### config.mk
export PLATFORM = sky130hd
export DESIGN_NAME = fsm_job_scheduler
export DESIGN_NICKNAME = d
export VERILOG_FILES = /design/src/rtl/fsm_sched_pkg.sv /design/src/rtl/fsm_job_scheduler_rr_arbiter.sv /design/src/rtl/fsm_job_scheduler.sv
export SDC_FILE = /design/constraint.sdc
export NUM_CORES = 1
export LEC_CHECK = 0
export BUFFER_PORTS_ARGS = -buffer_cell sky130_fd_sc_hd__buf_2
export CORE_AREA = 2 2 39 41
export CTS_CLUSTER_SIZE = 40
export DETAILED_ROUTE_END_ITERATION = 12
export DIE_AREA = 0 0 41 43
export MAX_ROUTING_LAYER = met4
export PLACE_DENSITY = 0.68
export RECOVER_POWER = 25
export SYNTH_ARGS = -nofsm -noshare
export SYNTH_HDL_FRONTEND = slang
export SYNTH_SLANG_ARGS = --single-unit
export TNS_END_PERCENT = 20
### constraint.sdc
create_clock -name clk -period 1.3 [get_ports clk]
set_clock_uncertainty 0.1 [all_clocks]
set_input_delay 0.13 -clock clk [delete_from_list [all_inputs] [get_ports clk]]
set_output_delay 0.13 -clock clk [all_outputs]
set_load 0.05 [all_outputs]
### src/rtl/fsm_sched_pkg.sv
// Shared types and default constants for the FSM job scheduler.
//   sched_state_e      : scheduler states IDLE, START, WAIT, ACK
//   NUM_REQ_DEF        : default number of requesters
//   TIMEOUT_CYCLES_DEF : default WAIT-state cycle limit (timeout build only)
package fsm_sched_pkg;

   typedef enum logic [1:0] {
      IDLE  = 2'd0,
      START = 2'd1,
      WAIT  = 2'd2,
      ACK   = 2'd3
   } sched_state_e;

   localparam int NUM_REQ_DEF        = 4;
   localparam int TIMEOUT_CYCLES_DEF = 1024;

endpackage

### src/rtl/fsm_job_scheduler_rr_arbiter.sv
// Combinational round-robin arbiter used by the FSM job scheduler.
// The search starts at ptr and walks ptr+1, ptr+2, ... modulo NUM_REQ.
// The first set request bit wins. No state is held here.
// Ports:
//   req         in  NUM_REQ  pending request levels
//   ptr         in  OWNER_W  index that has highest priority
//   enable      in  1        arbitration allowed this cycle
//   grant_idx   out OWNER_W  index of the winning requester
//   grant_valid out 1        a requester won (enable and some req set)
module rr_arbiter
   import fsm_sched_pkg::*;
#(
   parameter int  NUM_REQ = NUM_REQ_DEF,
   localparam int OWNER_W = $clog2(NUM_REQ)
) (
   input  logic [NUM_REQ-1:0] req,
   input  logic [OWNER_W-1:0] ptr,
   input  logic               enable,
   output logic [OWNER_W-1:0] grant_idx,
   output logic               grant_valid
);

   // The loop runs from the farthest offset down to offset 0.
   // The nearest requester after ptr therefore makes the last assignment and wins.
   always_comb begin
      int sum_v;
      int idx_v;
      sum_v       = 0;
      idx_v       = 0;
      grant_valid = 1'b0;
      grant_idx   = {OWNER_W{1'b0}};
      for (int i = NUM_REQ - 1; i >= 0; i--) begin
         sum_v = int'(ptr) + i;
         idx_v = (sum_v >= NUM_REQ) ? (sum_v - NUM_REQ) : sum_v;
         if (enable && req[idx_v[OWNER_W-1:0]]) begin
            grant_valid = 1'b1;
            grant_idx   = idx_v[OWNER_W-1:0];
         end else begin
            grant_valid = grant_valid;
            grant_idx   = grant_idx;
         end
      end
   end

endmodule

### src/rtl/fsm_job_scheduler.sv
// Shares one FSM engine among NUM_REQ requesters.
// Pending requests are arbitrated round-robin.
// The scheduler issues a one-cycle start to the engine and waits for its done pulse.
// It then returns a one-cycle ack to the requester that owns the job.
// Optional feature macro: FSM_SCHED_TIMEOUT_EN.
//   When defined, a WAIT that lasts TIMEOUT_CYCLES cycles is forced to ACK,
//   and timeout_o pulses together with ack_o.
// Ports:
//   clk       in  1        clock, rising edge
//   rst_n     in  1        asynchronous active-low reset
//   req_i     in  NUM_REQ  level request per client, held until its ack
//   ack_o     out NUM_REQ  one-cycle completion pulse, one-hot or zero
//   busy_o    out 1        high whenever the scheduler is not idle
//   owner_o   out OWNER_W  client being served, valid while busy_o
//   start_o   out 1        one-cycle start pulse to the engine
//   done_i    in  1        one-cycle done pulse from the engine
//   timeout_o out 1        timeout pulse alongside ack_o (tied low without the macro)
module fsm_job_scheduler
   import fsm_sched_pkg::*;
#(
   parameter int  NUM_REQ        = NUM_REQ_DEF,
   parameter int  TIMEOUT_CYCLES = TIMEOUT_CYCLES_DEF,
   localparam int OWNER_W        = $clog2(NUM_REQ)
) (
   input  logic               clk,
   input  logic               rst_n,
   input  logic [NUM_REQ-1:0] req_i,
   output logic [NUM_REQ-1:0] ack_o,
   output logic               busy_o,
   output logic [OWNER_W-1:0] owner_o,
   output logic               start_o,
   input  logic               done_i,
   output logic               timeout_o
);

   localparam logic [NUM_REQ-1:0] ACK_LSB = NUM_REQ'(1);

   sched_state_e       state_r;
   sched_state_e       next_state_s;
   logic [OWNER_W-1:0] owner_r;
   logic [OWNER_W-1:0] rr_ptr_r;
   logic [OWNER_W-1:0] ptr_next_s;
   logic [OWNER_W-1:0] grant_idx_s;
   logic               grant_valid_s;
   logic               arb_en_s;
   logic               timeout_hit_s;

   // Arbitration happens only in IDLE, so requests raised while busy simply wait.
   assign arb_en_s = (state_r == IDLE);

   rr_arbiter #(.NUM_REQ(NUM_REQ)) u_rr_arbiter (
      .req         (req_i),
      .ptr         (rr_ptr_r),
      .enable      (arb_en_s),
      .grant_idx   (grant_idx_s),
      .grant_valid (grant_valid_s)
   );

   // The next search starts just past the owner that was served, wrapping at NUM_REQ-1.
   assign ptr_next_s = (owner_r == OWNER_W'(NUM_REQ - 1)) ? {OWNER_W{1'b0}}
                                                          : owner_r + OWNER_W'(1);

`ifdef FSM_SCHED_TIMEOUT_EN
   localparam int CNT_W = $clog2(TIMEOUT_CYCLES + 1);

   logic [CNT_W-1:0] wait_cnt_r;
   logic             timeout_r;

   // The counter reads TIMEOUT_CYCLES-1 in the last allowed WAIT cycle.
   assign timeout_hit_s = (wait_cnt_r == CNT_W'(TIMEOUT_CYCLES - 1));

   // WAIT-cycle counter plus the timeout flag that lines up with the ACK cycle.
   // A done pulse in the final cycle takes precedence over the timeout.
   always_ff @(posedge clk or negedge rst_n) begin
      if (!rst_n) begin
         wait_cnt_r <= {CNT_W{1'b0}};
         timeout_r  <= 1'b0;
      end else begin
         if (state_r == START) begin
            wait_cnt_r <= {CNT_W{1'b0}};
         end else if (state_r == WAIT) begin
            wait_cnt_r <= wait_cnt_r + CNT_W'(1);
         end else begin
            wait_cnt_r <= wait_cnt_r;
         end
         timeout_r <= (state_r == WAIT) && !done_i && timeout_hit_s;
      end
   end
`else
   assign timeout_hit_s = 1'b0;
`endif

   // State register, latched owner and round-robin pointer.
   always_ff @(posedge clk or negedge rst_n) begin
      if (!rst_n) begin
         state_r  <= IDLE;
         owner_r  <= {OWNER_W{1'b0}};
         rr_ptr_r <= {OWNER_W{1'b0}};
      end else begin
         state_r <= next_state_s;
         if ((state_r == IDLE) && grant_valid_s) begin
            owner_r <= grant_idx_s;
         end else begin
            owner_r <= owner_r;
         end
         if (state_r == ACK) begin
            rr_ptr_r <= ptr_next_s;
         end else begin
            rr_ptr_r <= rr_ptr_r;
         end
      end
   end

   // Next-state logic. Outside WAIT, done_i has no effect.
   always_comb begin
      next_state_s = state_r;
      case (state_r)
         IDLE: begin
            if (grant_valid_s) begin
               next_state_s = START;
            end else begin
               next_state_s = IDLE;
            end
         end
         START: next_state_s = WAIT;
         WAIT: begin
            if (done_i || timeout_hit_s) begin
               next_state_s = ACK;
            end else begin
               next_state_s = WAIT;
            end
         end
         ACK:     next_state_s = IDLE;
         default: next_state_s = IDLE;
      endcase
   end

   // Outputs decode only from registered state and owner, so they do not glitch.
   always_comb begin
      start_o = (state_r == START);
      busy_o  = (state_r != IDLE);
      owner_o = owner_r;
      ack_o   = {NUM_REQ{1'b0}};
      if (state_r == ACK) begin
         ack_o = ACK_LSB << owner_r;
      end else begin
         ack_o = {NUM_REQ{1'b0}};
      end
`ifdef FSM_SCHED_TIMEOUT_EN
      timeout_o = timeout_r;
`else
      timeout_o = 1'b0;
`endif
   end

endmodule
# Yosys cells after proc, flatten, opt, wreduce, memory -nomap -nowiden
# Cells that the tools add are included.
[word_totals] register_bits=6 output_inout_bits=9 word_cells=56 in_bits=7
[classes] n_addsub=8 order_cmp=8 reduce_logical=7 n_mux=25 eq_ne=4 shift=1
[op_table] op="two-way mux 2 bit" count=9
[op_table] op="< comparator 2 x 3 -> 1 bit (second input constant)" count=4
[op_table] op="two-way mux 1 bit" count=10
[op_table] op="greater-or-equal comparator 3 bit (second input constant)" count=3
[op_table] op="binary-select mux 1 bit (select 2 bit)" count=4
[op_table] op="one-hot mux 2 bit (4 select lines)" count=1
[op_table] op="subtractor 2 x 1 -> 2 bit (second input constant)" count=4
[op_table] op="adder 2 x 2 -> 3 bit (second input constant)" count=2
[op_table] op="equality test 2 bit (second input constant)" count=3
[op_table] op="logical AND 1 bit" count=5
[op_table] op="two-way mux 4 bit" count=1
[op_table] op="<< shifter 1 x 2 -> 4 bit (first input constant)" count=1
[op_table] op="adder 2 x 1 -> 3 bit (second input constant)" count=1
[op_table] op="greater-or-equal comparator 2 x 3 -> 1 bit (second input constant)" count=1
[op_table] op="adder 2 x 1 -> 2 bit (second input constant)" count=1
[op_table] op="equality test 2 x 1 -> 1 bit (second input constant)" count=1
[op_table] op="logical NOT 2 bit" count=1
[op_table] op="nonzero test 2 bit" count=1

# Depth between registers and ports, before layout
[depth] ltp_word=12 mapped_depth=6 depth_no_buf=6

# Modules after synthesis
# A second synthesis with hierarchy kept.
[hier_totals] hier_cells=51 hier_area_um2=491.7
[by_module_without_submodules] module="fsm_job_scheduler" area_each_um2=392.9 n_inst=1 seq_area_each_um2=150.1 cells_each=35
[by_module_without_submodules] module="rr_arbiter" area_each_um2=98.8 n_inst=1 seq_area_each_um2=0.0 cells_each=16

# Least setup slack after synthesis
# OpenSTA, ideal clock, no wires.
[synth_timing] path_kind="register -> register" from="register state_r[0]" to="register owner_r[1], in the netlist owner_o[1]" t_required_ns=1.060 synth_period_minus_slack_ns=1.606 path_slack_ns=-0.306 arrival_time_ns=1.366 n_path_buf=0 setup_ns=0.140 path_stages_with_launch=7 path_cell_list="dfrtp_1 > inv_1 > ha_1 > inv_1 > a221oi_2 > a221oi_1 > a21oi_1"
[synth_via] elab_chain_len=7 word_cells_on_any_way=14 classes_between="8 x mux; 6 x reduce/logical"
[synth_rtl] item="from (decl)" line="fsm_job_scheduler.sv:38" rtl="sched_state_e state_r;"
[synth_rtl] item="from (signal assigned)" line="fsm_job_scheduler.sv:100" rtl="state_r <= next_state_s;"
[synth_rtl] item="logical NOT 2 bit *" line="fsm_job_scheduler.sv:49, fsm_job_scheduler.sv:101"
[synth_rtl] item="logical AND 1 bit" line="fsm_job_scheduler_rr_arbiter.sv:35" rtl="if (enable && req[idx_v[OWNER_W-1:0]]) begin"
[synth_rtl] item="two-way mux 1 bit (4 in a row)" line="fsm_job_scheduler_rr_arbiter.sv:35"
[synth_rtl] item="logical AND 1 bit" line="fsm_job_scheduler.sv:101" rtl="if ((state_r == IDLE) && grant_valid_s) begin"
[synth_rtl] item="to (signal assigned)" line="fsm_job_scheduler.sv:97" rtl="owner_r <= {OWNER_W{1'b0}};"
[synth_rtl] item="to (signal assigned)" line="fsm_job_scheduler.sv:102" rtl="owner_r <= grant_idx_s;"
[synth_rtl] item="to (signal assigned)" line="fsm_job_scheduler.sv:104" rtl="owner_r <= owner_r;"
[synth_rtl] item="to (decl)" line="fsm_job_scheduler.sv:40" rtl="logic [OWNER_W-1:0] owner_r;"
# Every way passes the cells marked *; elsewhere a longest branch is shown, timed or not.
# A chain may end at the register's enable or synchronous reset.

# Worst setup path after layout
[layout_timing] from="register state_r[0]" to="output port ack_o[1]"
[layout_via] elab_chain_len=2
[layout_rtl] item="equality test 2 bit" line="fsm_job_scheduler.sv:144" rtl="if (state_r == ACK) begin"
[layout_rtl] item="two-way mux 4 bit" line="fsm_job_scheduler.sv:144"
[layout_rtl] item="to (decl)" line="fsm_job_scheduler.sv:28" rtl="output logic [NUM_REQ-1:0] ack_o,"
# No other way between the ends.

==> flow_metrics.py <==
metrics = {
    "worst_setup_path": {
        "cp_max_fo": 8,
        "crit_path_start": "state_r[0]",
        "crit_type": "register to primary output",
        "crit_arrival_ns": 1.26,
        "endpoint_kind": "primary output",
        "reg2reg_from": "rr_ptr_r[0]",
        "path_buf_inv": 1,
        "worstPathRequired_ns": 1.07,
        "slowest_delay_ns": 0.41,
        "cp_slowest_cell": "dfrtp_1",
        "crit_chain": "ha_2, and2_1, buf_4",
        "cpLargestDelayFamily": "flip-flops",
        "startpoint_type": "register",
    },
    "clock_network": {
        "clock-sinks": 6,
        "insertion_delay_ns": 0.26,
        "cts_made_buffers": 3,
        "clock_path_buffers": 2,
        "cts_tree": "built",
        "clk_pin_slew_worst_paths_ns": 0.05,
        "root_buffer": "clkbuf_4",
        "htreeDepth": 1,
    },
    "global_routing": {
        "grt_util_all_layers_pct": 17.6,
        "antenna_found_initial": 0,
        "grt_pass1_wl_um": 2080,
        "grt-ovfl-total": 0,
        "grt_pass1_vias": 566,
        "grt_max_degree": 9,
    },
    "timing": {
        "holdWs_ns": 0.0335,
        "drv_slew": 0,
        "min_period_over_period_pct": 115,
        "period_needed_ns": 1.49,
        "max_clock_freq_mhz": 672,
        "rsz0062_at_grt": "true",
        "finalSetupViolations": 8,
        "hold_viol_final": 0,
        "worst_slack_ns": -0.189,
    },
    "route": {
        "dr.pass1.iters": 3,
        "routedWlPerCell_um": 13.2,
        "drt-vias-per-instance": 5.05,
        "num_vias": 560,
        "drtIter0Drc": 2,
        "drc": 0,
        "wl_um": 1470,
        "ant_nets": 0,
    },
    "logic_synthesis": {
        "synth_edf_count": 0,
        "synth_commonest_cells": "ha_1, inv_1, dfrtp_1, nand2_1, and2_1",
        "ys_async_sr_fraction_pct": 100,
        "synth.avg_cell_area_um2": 8.97,
        "seq_area_frac_synth_pct": 27.9,
        "synth-seq-cells": 6,
        "yosysWarnings": 0,
        "synth.area.top_cells": "dfrtp_1, ha_1, inv_1",
        "syn_nets": 76,
        "synth_most_common_cell": "ha_1",
        "syn_inst": 60,
        "synth_top_area_cell": "dfrtp_1",
        "ys_types": 26,
        "synthFlopType": "dfrtp_1",
        "syn_area_um2": 538,
        "netlist.area_leader.share_pct": 27.9,
    },
    "power": {
        "ir_drop_mv": 1.33,
        "pwr_density_cell_nw_per_um2": 2400,
        "p_leak_nw": 0.431,
        "finalPower_mw": 2.18,
    },
    "final_layout": {
        "area_delta_synth_final_pct": 69.1,
        "final_nets": 113,
        "num_antenna_cells": 0,
        "final_core_util_pct": 65.7,
        "layout-drive-gt1-share_pct": 55.8,
    },
    "floorplan": {
        "initial_core_util_pct": 38.9,
        "dieArea_um2": 1760,
        "num_rows": 14,
        "core_area_um2": 1380,
        "fp.dieH_um": 43,
        "die_w_um": 41,
        "pin_count": 16,
    },
    "job": {
        "drv_cap": 0,
    },
    "place": {
        "io_buffers": 14,
        "post-dp-hpwl_um": 991,
        "gp_congestion": 0.807,
    },
    "min_path": {
        "hold_start": "done_i",
        "hp-class": "primary input to register",
    },
    "run_status": {
        "violations": "negative setup slack",
        "status": "finished, violations left",
    },
}
## routing by layer
layer / part of all wire [%] / vias to the layer above / GRT usage [%]
li1: - / 282 / -
met1: 37 / 263 / 17.7
met2: 56 / 13 / 29.7
met3: 5.6 / 2 / 9.42
met4: 1.2 / 0 / 2.00
met5: 0 / - / -
## worst paths after layout
check | depth (start not counted) | end | slack [ns]
worst max-delay path | 3 | ack_o[1] | -0.19
worst min-delay path | 3 | state_r[0] | 0.03
worst max register to register | 5 | owner_o[1] | -0.18
worst min register to register | 3 | rr_ptr_r[0] | 0.52
max in group asynchronous | 2 | owner_o[1] | 0.61
min in group asynchronous | 2 | rr_ptr_r[0] | 0.19
## cells by family after synthesis
group | Yosys count | share of synthesized area (%)
AOI/OAI and AO/OA | 18 | 25.8
adders and majority gates | 9 | 20.9
buffers and inverters | 8 | 6.28
DFF | 6 | 27.9
muxes | 2 | 3.95
other | 1 | 0.697
and+or+nand+nor | 16 | 14.4
## per-stage QoR
step / TNS [ns] / worst slack (ns) / std cells / area (µm²)
after global routing: -1.75 / -0.256 / 111 / 910
after detailed placement: -0.343 / -0.177 / 104 / 752
after CTS: -1.25 / -0.187 / 111 / 862
after floorplan: -0.776 / -0.205 / 60 / 557
final: -1.31 / -0.189 / 111 / 910
after global placement: -0.249 / -0.138 / 104 / 752
## repair_timing
item                       in CTS  in global routing
hold endpoints to repair        6                  0
hold buffers                    1                  0
setup buffers                   3                  0
gates resized for setup        18                  7
setup endpoints to repair       8                  9
pin swaps                       3                  2
## registers in the layout, indices dropped and copies added, names as in the netlist
register,flops
owner_o,2
rr_ptr_r,2
state_r,2
## report_power, final
group	internal [mW]	switching, mW
Sequential	0.290	0.121
Clock	0.106	0.0843
Combinational	0.759	0.822
Total	1.15	1.03
## cell usage in the layout, fill, tap and decap left out, types with 2 or more instances in the layout
cell and count:
and2_1 4, buf_2 7, buf_6 5, a21oi_2 2, inv_1 3, o21ai_0 3, ha_2 2, buf_4 18
o32ai_2 2, dfrtp_2 3, nand2_1 6, ha_1 6, inv_2 3, o21ai_1 2, nor2_1 3, dfrtp_1 3
clkbuf_4 3
## layout make-up
class                      instances  area, µm²
tap                               16       20.0
fill                             117        474
inverter                           7       30.0
multi-input combinational         46        428
timing repair buffer              33        255
clock buffer                       3       22.5
sequential                         6        154
## worst reg2reg max path, stage by stage (launching register included)
cell      delay [ns]
dfrtp_1         0.45
buf_4           0.17
nor2_1          0.22
a221oi_4        0.11
a221oi_2        0.23
a21oi_1         0.06
(Power assumes the default switching activity.)
